--- config.mk ---
export PLATFORM = sky130hd
export DESIGN_NAME = ahb_master_sequencer_flat
export DESIGN_NICKNAME = d
export VERILOG_FILES = /design/src/rtl/ahb_master_sequencer_pkg.sv /design/src/rtl/ahb_master_sequencer_if.sv /design/src/rtl/ahb_master_sequencer_addr_gen.sv /design/src/rtl/ahb_master_sequencer.sv /design/src/flat_wrapper.sv
export SDC_FILE = /design/constraint.sdc
export NUM_CORES = 1
export LEC_CHECK = 0
export ABC_AREA = 1
export ABC_CLOCK_PERIOD_IN_PS = 2540
export BUFFER_PORTS_ARGS = -buffer_cell sky130_fd_sc_hd__clkbuf_2
export CAP_MARGIN = 0
export CORE_UTILIZATION = 28
export CTS_BUF_LIST = sky130_fd_sc_hd__clkbuf_4 sky130_fd_sc_hd__clkbuf_8
export CTS_CLUSTER_SIZE = 14
export DETAILED_ROUTE_END_ITERATION = 8
export PLACE_DENSITY = 0.44
export SYNTH_ARGS = -nofsm -noshare
export SYNTH_HDL_FRONTEND = slang
export SYNTH_SLANG_ARGS = --single-unit
export TNS_END_PERCENT = 1
--- constraint.sdc ---
create_clock -name Hclk -period 2.54 [get_ports Hclk]
set_input_delay 0.381 -clock Hclk [delete_from_list [all_inputs] [get_ports Hclk]]
set_output_delay 0.381 -clock Hclk [all_outputs]
set_load 0.02 [all_outputs]
--- src/rtl/ahb_master_sequencer_pkg.sv ---
// ahb_pkg: AHB-Lite encodings and sequencer state type
package ahb_pkg;
  localparam logic [1:0] HTRANS_IDLE   = 2'b00;
  localparam logic [1:0] HTRANS_BUSY   = 2'b01;
  localparam logic [1:0] HTRANS_NONSEQ = 2'b10;
  localparam logic [1:0] HTRANS_SEQ    = 2'b11;
  localparam logic [2:0] HBURST_SINGLE = 3'd0;
  localparam logic [2:0] HBURST_INCR   = 3'd1;
  localparam logic [2:0] HBURST_INCR4  = 3'd3;
  localparam logic [2:0] HSIZE_BYTE    = 3'd0;
  localparam logic [2:0] HSIZE_HALF    = 3'd1;
  localparam logic [2:0] HSIZE_WORD    = 3'd2;
  typedef enum logic [2:0] {ST_IDLE, ST_ADDR, ST_BURST, ST_LAST, ST_DONE} state_e;
  function automatic logic [31:0] size_inc(input logic [1:0] s);
    return 32'd1 << s;
  endfunction
endpackage

--- src/rtl/ahb_master_sequencer_if.sv ---
// ahb_master_sequencer_if: AHB-Lite signals between the sequencer and the bridge
interface ahb_master_sequencer_if;
  logic [31:0] Haddr;
  logic [31:0] Hwdata;
  logic [31:0] Hrdata;
  logic        Hwrite;
  logic        Hreadyin;
  logic        Hreadyout;
  logic [2:0]  Hsize;
  logic [2:0]  Hburst;
  logic [1:0]  Htrans;
  modport master (
    output Haddr, Hwdata, Hwrite, Hsize, Hburst, Htrans, Hreadyin,
    input  Hreadyout, Hrdata
  );
  modport slave (
    input  Haddr, Hwdata, Hwrite, Hsize, Hburst, Htrans, Hreadyin,
    output Hreadyout, Hrdata
  );
endinterface

--- src/rtl/ahb_master_sequencer_addr_gen.sv ---
// ahb_addr_gen: command legality checks and the registered beat address
module ahb_addr_gen
  import ahb_pkg::*;
#(
  parameter int BOUNDARY = 1024
) (
  input  logic        clk,
  input  logic        rst_n,
  input  logic        load,
  input  logic        step,
  input  logic [31:0] cmd_addr,
  input  logic [1:0]  cmd_size,
  input  logic [2:0]  cmd_len,
  input  logic [1:0]  cur_size,
  output logic [31:0] addr_q,
  output logic        bad
);
  logic [31:0] cmd_inc, last_addr, addr_d;
  // a wrapped end address also counts as a boundary crossing
  always_comb begin
    cmd_inc   = size_inc(cmd_size);
    last_addr = cmd_addr + 32'(cmd_len) * cmd_inc;
    bad       = {1'b0, cmd_size} > HSIZE_WORD || (cmd_addr & (cmd_inc - 32'd1)) != 32'd0 ||
                cmd_addr / BOUNDARY != last_addr / BOUNDARY || last_addr < cmd_addr;
    addr_d    = load ? cmd_addr : step ? addr_q + size_inc(cur_size) : addr_q;
  end
  always_ff @(posedge clk or negedge rst_n)
    if (!rst_n) addr_q <= '0;
    else addr_q <= addr_d;
endmodule

--- src/rtl/ahb_master_sequencer.sv ---
// ahb_master_sequencer: turns single commands into pipelined AHB-Lite SINGLE/INCR/INCR4 transfers
module ahb_master_sequencer
  import ahb_pkg::*;
#(
  parameter int MAX_BEATS = 4,
  parameter int BOUNDARY  = 1024
) (
  input  logic                    Hclk,
  input  logic                    Hresetn,
  input  logic                    cmd_valid,
  output logic                    cmd_ready,
  input  logic                    cmd_write,
  input  logic [31:0]             cmd_addr,
  input  logic [1:0]              cmd_size,
  input  logic [2:0]              cmd_len,
  input  logic [32*MAX_BEATS-1:0] cmd_wdata,
  output logic                    rd_valid,
  output logic [31:0]             rd_data,
  output logic                    done,
  output logic                    err,
  output logic                    busy,
  ahb_master_sequencer_if.master  ahb
);
  localparam int CW = MAX_BEATS > 1 ? $clog2(MAX_BEATS) : 1;
  state_e state_q, state_d;
  logic [CW-1:0] cnt_q, cnt_d, len_q, len_d;
  logic [MAX_BEATS-1:0][31:0] wdata_q, wdata_d;
  logic [31:0] hwdata_q, hwdata_d, rd_data_q, rd_data_d, addr_q;
  logic [2:0] burst_q, burst_d;
  logic [1:0] size_q, size_d;
  logic write_q, write_d, rd_valid_q, rd_valid_d, err_q, err_d, hreadyin_q;
  logic accept, bad_addr, bad, last_beat, addr_adv, data_end, step;
  assign accept    = cmd_valid && cmd_ready;
  assign bad       = bad_addr || int'(cmd_len) >= MAX_BEATS;
  assign last_beat = cnt_q == len_q;
  assign addr_adv  = ahb.Hreadyout && (state_q == ST_ADDR || state_q == ST_BURST);
  assign data_end  = ahb.Hreadyout && (state_q == ST_BURST || state_q == ST_LAST);
  assign step      = addr_adv && !last_beat;
  ahb_addr_gen #(.BOUNDARY(BOUNDARY)) u_addr_gen (
    .clk      (Hclk),
    .rst_n    (Hresetn),
    .load     (accept),
    .step     (step),
    .cmd_addr (cmd_addr),
    .cmd_size (cmd_size),
    .cmd_len  (cmd_len),
    .cur_size (size_q),
    .addr_q   (addr_q),
    .bad      (bad_addr)
  );
  always_ff @(posedge Hclk or negedge Hresetn)
    if (!Hresetn) state_q <= ST_IDLE;
    else state_q <= state_d;
  // DONE behaves like IDLE for acceptance so a new command can follow the done pulse
  always_comb begin
    state_d = state_q;
    case (state_q)
      ST_ADDR, ST_BURST: state_d = !ahb.Hreadyout ? state_q : last_beat ? ST_LAST : ST_BURST;
      ST_LAST:           state_d = ahb.Hreadyout ? ST_DONE : ST_LAST;
      default:           state_d = accept && !bad ? ST_ADDR : ST_IDLE;
    endcase
  end
  always_comb begin
    ahb.Htrans = state_q == ST_ADDR ? HTRANS_NONSEQ : state_q == ST_BURST ? HTRANS_SEQ : HTRANS_IDLE;
    busy       = state_q inside {ST_ADDR, ST_BURST, ST_LAST};
    done       = state_q == ST_DONE;
    cmd_ready  = (state_q == ST_IDLE || state_q == ST_DONE) && Hresetn;
  end
  // write data for a beat is loaded as its address phase is accepted
  always_comb begin
    write_d    = accept ? cmd_write : write_q;
    size_d     = accept ? cmd_size : size_q;
    len_d      = accept ? cmd_len[CW-1:0] : len_q;
    burst_d    = !accept ? burst_q : cmd_len == 3'd0 ? HBURST_SINGLE :
                 (cmd_len == 3'd3 && MAX_BEATS == 4) ? HBURST_INCR4 : HBURST_INCR;
    wdata_d    = accept ? cmd_wdata : wdata_q;
    cnt_d      = accept ? '0 : step ? cnt_q + 1'b1 : cnt_q;
    hwdata_d   = addr_adv ? wdata_q[cnt_q] : hwdata_q;
    rd_valid_d = data_end && !write_q;
    rd_data_d  = data_end && !write_q ? ahb.Hrdata : rd_data_q;
    err_d      = accept && bad;
  end
  always_ff @(posedge Hclk or negedge Hresetn)
    if (!Hresetn) begin
      write_q    <= 1'b0;
      size_q     <= '0;
      len_q      <= '0;
      burst_q    <= '0;
      wdata_q    <= '0;
      cnt_q      <= '0;
      hwdata_q   <= '0;
      rd_valid_q <= 1'b0;
      rd_data_q  <= '0;
      err_q      <= 1'b0;
      hreadyin_q <= 1'b0;
    end else begin
      write_q    <= write_d;
      size_q     <= size_d;
      len_q      <= len_d;
      burst_q    <= burst_d;
      wdata_q    <= wdata_d;
      cnt_q      <= cnt_d;
      hwdata_q   <= hwdata_d;
      rd_valid_q <= rd_valid_d;
      rd_data_q  <= rd_data_d;
      err_q      <= err_d;
      hreadyin_q <= 1'b1;
    end
  assign ahb.Haddr    = addr_q;
  assign ahb.Hwdata   = hwdata_q;
  assign ahb.Hwrite   = write_q;
  assign ahb.Hsize    = {1'b0, size_q};
  assign ahb.Hburst   = burst_q;
  assign ahb.Hreadyin = hreadyin_q;
  assign rd_valid     = rd_valid_q;
  assign rd_data      = rd_data_q;
  assign err          = err_q;
endmodule

--- src/flat_wrapper.sv ---
// flat-port wrapper written by rule: the top's interface ports become plain ports
module ahb_master_sequencer_flat import ahb_pkg::*;
#(
  parameter int MAX_BEATS = 4,
  parameter int BOUNDARY  = 1024
)
  (Hclk, Hresetn, cmd_valid, cmd_ready, cmd_write, cmd_addr, cmd_size, cmd_len, cmd_wdata, rd_valid, rd_data, done, err, busy, ahb_Haddr, ahb_Hwdata, ahb_Hwrite, ahb_Hsize, ahb_Hburst, ahb_Htrans, ahb_Hreadyin, ahb_Hreadyout, ahb_Hrdata);
  ahb_master_sequencer_if ahb_i ();
  input  logic Hclk;
  input  logic Hresetn;
  input  logic cmd_valid;
  output logic cmd_ready;
  input  logic cmd_write;
  input  logic [31:0] cmd_addr;
  input  logic [1:0] cmd_size;
  input  logic [2:0] cmd_len;
  input  logic [32*MAX_BEATS-1:0] cmd_wdata;
  output logic rd_valid;
  output logic [31:0] rd_data;
  output logic done;
  output logic err;
  output logic busy;
  output wire logic [$bits(ahb_i.Haddr)-1:0] ahb_Haddr;
  output wire logic [$bits(ahb_i.Hwdata)-1:0] ahb_Hwdata;
  output wire logic [$bits(ahb_i.Hwrite)-1:0] ahb_Hwrite;
  output wire logic [$bits(ahb_i.Hsize)-1:0] ahb_Hsize;
  output wire logic [$bits(ahb_i.Hburst)-1:0] ahb_Hburst;
  output wire logic [$bits(ahb_i.Htrans)-1:0] ahb_Htrans;
  output wire logic [$bits(ahb_i.Hreadyin)-1:0] ahb_Hreadyin;
  input wire logic [$bits(ahb_i.Hreadyout)-1:0] ahb_Hreadyout;
  input wire logic [$bits(ahb_i.Hrdata)-1:0] ahb_Hrdata;
  assign ahb_Haddr = ahb_i.Haddr;
  assign ahb_Hwdata = ahb_i.Hwdata;
  assign ahb_Hwrite = ahb_i.Hwrite;
  assign ahb_Hsize = ahb_i.Hsize;
  assign ahb_Hburst = ahb_i.Hburst;
  assign ahb_Htrans = ahb_i.Htrans;
  assign ahb_Hreadyin = ahb_i.Hreadyin;
  assign ahb_i.Hreadyout = ahb_Hreadyout;
  assign ahb_i.Hrdata = ahb_Hrdata;
  ahb_master_sequencer #(.MAX_BEATS(MAX_BEATS), .BOUNDARY(BOUNDARY)) u_core (.Hclk(Hclk), .Hresetn(Hresetn), .cmd_valid(cmd_valid), .cmd_ready(cmd_ready), .cmd_write(cmd_write), .cmd_addr(cmd_addr), .cmd_size(cmd_size), .cmd_len(cmd_len), .cmd_wdata(cmd_wdata), .rd_valid(rd_valid), .rd_data(rd_data), .done(done), .err(err), .busy(busy), .ahb(ahb_i));
endmodule
==> impl_metrics.toml <==
[run_status]
status = "complete, but fails checks"
violations = "negative setup slack"

[setup_path]
worstPathMaxFanout = 5
required_ns = 3.04
end_kind = "flip-flop"
crit_type = "in2reg"
cp.arrival_ns = 4.20
cp-start-kind = "primary input"
ff2ff_setup_slack_ns = 0.03

[sta]
rsz0062_at_grt = "true"
period_needed_ns = 3.70
max_slew.worst_pin.slew_ns = 0.798
finalClockSkew_ns = 0.0294
setup_viol = 2
relSlewSlack_pct = 46.8
fmax_mhz = 270
finalHoldViolCount = 0
fin_ws_ns = -1.16
slew_viol_final = 0
timing.hold.ws_ns = 0.0471
min_period_over_period_pct = 146
finalSetupTns_ns = -2.27

[logic_synthesis]
synth-seq-area-share_pct = 46.2
netlist_area_sq_um = 12900
syn_inst = 1635
ys.flop_type = "dfrtp_1"
ys_types = 48
muxShareOfSynthArea_pct = 2.79
synthAdderAreaFrac_pct = 4.39
ys_async_sr_fraction_pct = 100
synth_warnings = 0
synthXorXnorAreaFrac_pct = 2.98
avgSynthCellArea_sq_um = 7.91
synthSimpleGateAreaFrac_pct = 27.0
synth-edff-count = 0
synth_compound_area_share_pct = 9.57
yosys_register_bits = 239
synth_top_family_by_area = "simple AND/OR/NAND/NOR gates"

[cts]
clk_transition_reported_paths_ns = 0.06
cts_tree = "yes"
htree_levels = 2
clock_path_buffers = 3
clock_latency_ns = 0.57
cts_buffers = 44
cts_sinks = 239
cts_root_buf = "clkbuf_8"

[floorplan]
num_rows = 78
die_w_um = 217
die_height_um = 217
die_area_sq_um = 47100
io_pins = 313
start_util_pct = 28.4
core-area_sq_um = 45500

[cells_and_area]
layout_commonest_cell = "nand2_1"
multi_input_area_sq_um = 6220
final_cell_mix = "nand2_1, clkbuf_2, dfrtp_1"
nets = 2412
design_area_sq_um = 18400
fin_util_pct = 40.4
layout-area-overhead-vs-synth_pct = 42.0
drive_gt1_share_pct = 28.6
stdcell_count = 2802
nFillCells = 4805
ff_latch_area_sq_um = 5980

[routing]
vias = 12578
drt-initial-drc-count = 666
ant_nets = 0
routed_wirelength_um = 43700
via_per_inst = 4.49
drtPass1Iterations = 5
avgRoutedWirePerCell_um = 15.6
drc = 0

[grt]
grt_pass1_vias = 12828
grt_max_degree = 131
grt_pass1_wl_um = 69900
track_usage_pct = 18.6
antenna_found_initial = 1
globalRouteOverflowTotal = 0

[placed_design]
port-buffer-count = 310
place_congestion = 0.879
hpwl_um = 31200
dp.cells = 2582
postPlaceCellArea_sq_um = 15800
place_ws_ns = -1.99

[power_and_ir_drop]
pwr_density_cell_nw_per_um2 = 1020
p_leak_nw = 9.53
fin_total_pwr_mw = 18.8
vdd_drop_max_mv = 0.575

[worst_hold_path]
hold_class = "in2reg"

[flow_run]
drv_cap = 0
layer usage:
| metal | GRT usage (%) | vias to the layer above | routed length, um |
|---|---|---|---|
| met5 | 0 | - | 0 |
| met4 | 4.48 | 0 | 751 |
| met3 | 3.77 | 52 | 2350 |
| met2 | 30.5 | 284 | 20500 |
| met1 | 25.1 | 5986 | 20200 |
| li1 | - | 6256 | - |
where the power goes:
group / switching [mW] / internal (mW)
Sequential: 1.19 / 5.61
Combinational: 5.00 / 3.06
Clock: 1.66 / 2.31
area by class of cell:
cell class              instances  area share, %
flip-flops and latches        239           32.6
inverters                     157           3.26
clock inverters                 6          0.334
repair buffers                558           21.0
well taps                     600           4.09
clock buffers                  71           4.84
diodes                          1         0.0136
multi-input cells            1170           33.8
kinds of logic (layout without fill, tap and decap cells):
group                      count (synthesis)  after routing
other                                      2              4
buffers and inverters                    227            792
and+or+nand+nor                          828            828
AOI/OAI and AO/OA                        223            223
muxes                                     32             32
adders and majority gates                 40             40
xor gates and xnor gates                  44             44
DFF                                      239            239
synth_stat cells (all sizes together) (2+ instances only):
library cell / instances / area, sq um
nand2: 613 / 2360
dfrtp: 239 / 5980
inv: 156 / 586
o21ai: 141 / 706
nor2: 130 / 574
a21oi: 47 / 243
clkbuf: 39 / 146
nand3: 38 / 238
mux2: 32 / 360
buf: 31 / 165
ha: 31 / 388
xor2: 31 / 272
nor3: 19 / 111
o221ai: 16 / 140
nand4: 14 / 87.6
xnor2: 13 / 114
o211ai: 11 / 87.6
fa: 9 / 180
nor4: 7 / 62.6
nand3b: 4 / 42.5
a21o: 2 / 15.0
and3: 2 / 12.5
conb: 2 / 7.51
o22ai: 2 / 12.5
path summary, 6_finish.rpt:
kind                       depth (start not counted)                                  endpoint                           from
min                                                3            u_core.wdata_q[94]$_DFFE_PN0P_                  cmd_wdata[94]
max in group asynchronous                          3             u_core.ahb.Hreadyin$_DFF_PN0_                        Hresetn
max                                               26             u_core.state_q[0]$_DFFE_PN0P_                    cmd_size[0]
min in group asynchronous                          2  u_core.u_addr_gen.addr_q[23]$_DFFE_PN0P_                        Hresetn
min reg2reg                                        2             u_core.rd_data[4]$_DFFE_PN0P_  u_core.rd_data[4]$_DFFE_PN0P_
max reg2reg                                       15  u_core.u_addr_gen.addr_q[28]$_DFFE_PN0P_   u_core.size_q[1]$_DFFE_PN0P_
critical path: stages:
cell       delay (ns)
clkbuf_16        0.14
nand2_4          0.07
nor2_2           0.04
fa_1             0.53
inv_1            0.05
fa_1             0.49
inv_2            0.05
ha_4             0.22
a21oi_2          0.15
nand2_2          0.07
a21oi_2          0.15
o21bai_2         0.09
a21oi_2          0.15
nor2_1           0.07
inv_2            0.10
buf_4            0.12
nor2_1           0.03
ha_1             0.28
xnor2_1          0.12
nor3_1           0.16
nand2_1          0.10
inv_1            0.09
nand3_2          0.11
nor3_4           0.23
nand3_2          0.10
a21oi_2          0.11
state kept, by name, indices dropped and copies added, names as in the netlist, 2 cells and up:
| register | flops |
|---|---|
| u_core.len_q | 2 |
| u_core.wdata_q | 128 |
| u_core.size_q | 2 |
| u_core.u_addr_gen.addr_q | 32 |
| u_core.ahb.Hwdata | 32 |
| u_core.cnt_q | 2 |
| u_core.rd_data | 32 |
| u_core.state_q | 3 |
| u_core.ahb.Hburst | 2 |
what timing repair did:
action,CTS,global route
buffers inserted,5,1
hold endpoints to repair,152,0
hold buffers,136,0
endpoints found under the setup margin,6,11
gates resized for setup,35,8
pin swaps,28,13
Note: power is estimated with default switching activity, not from simulation.
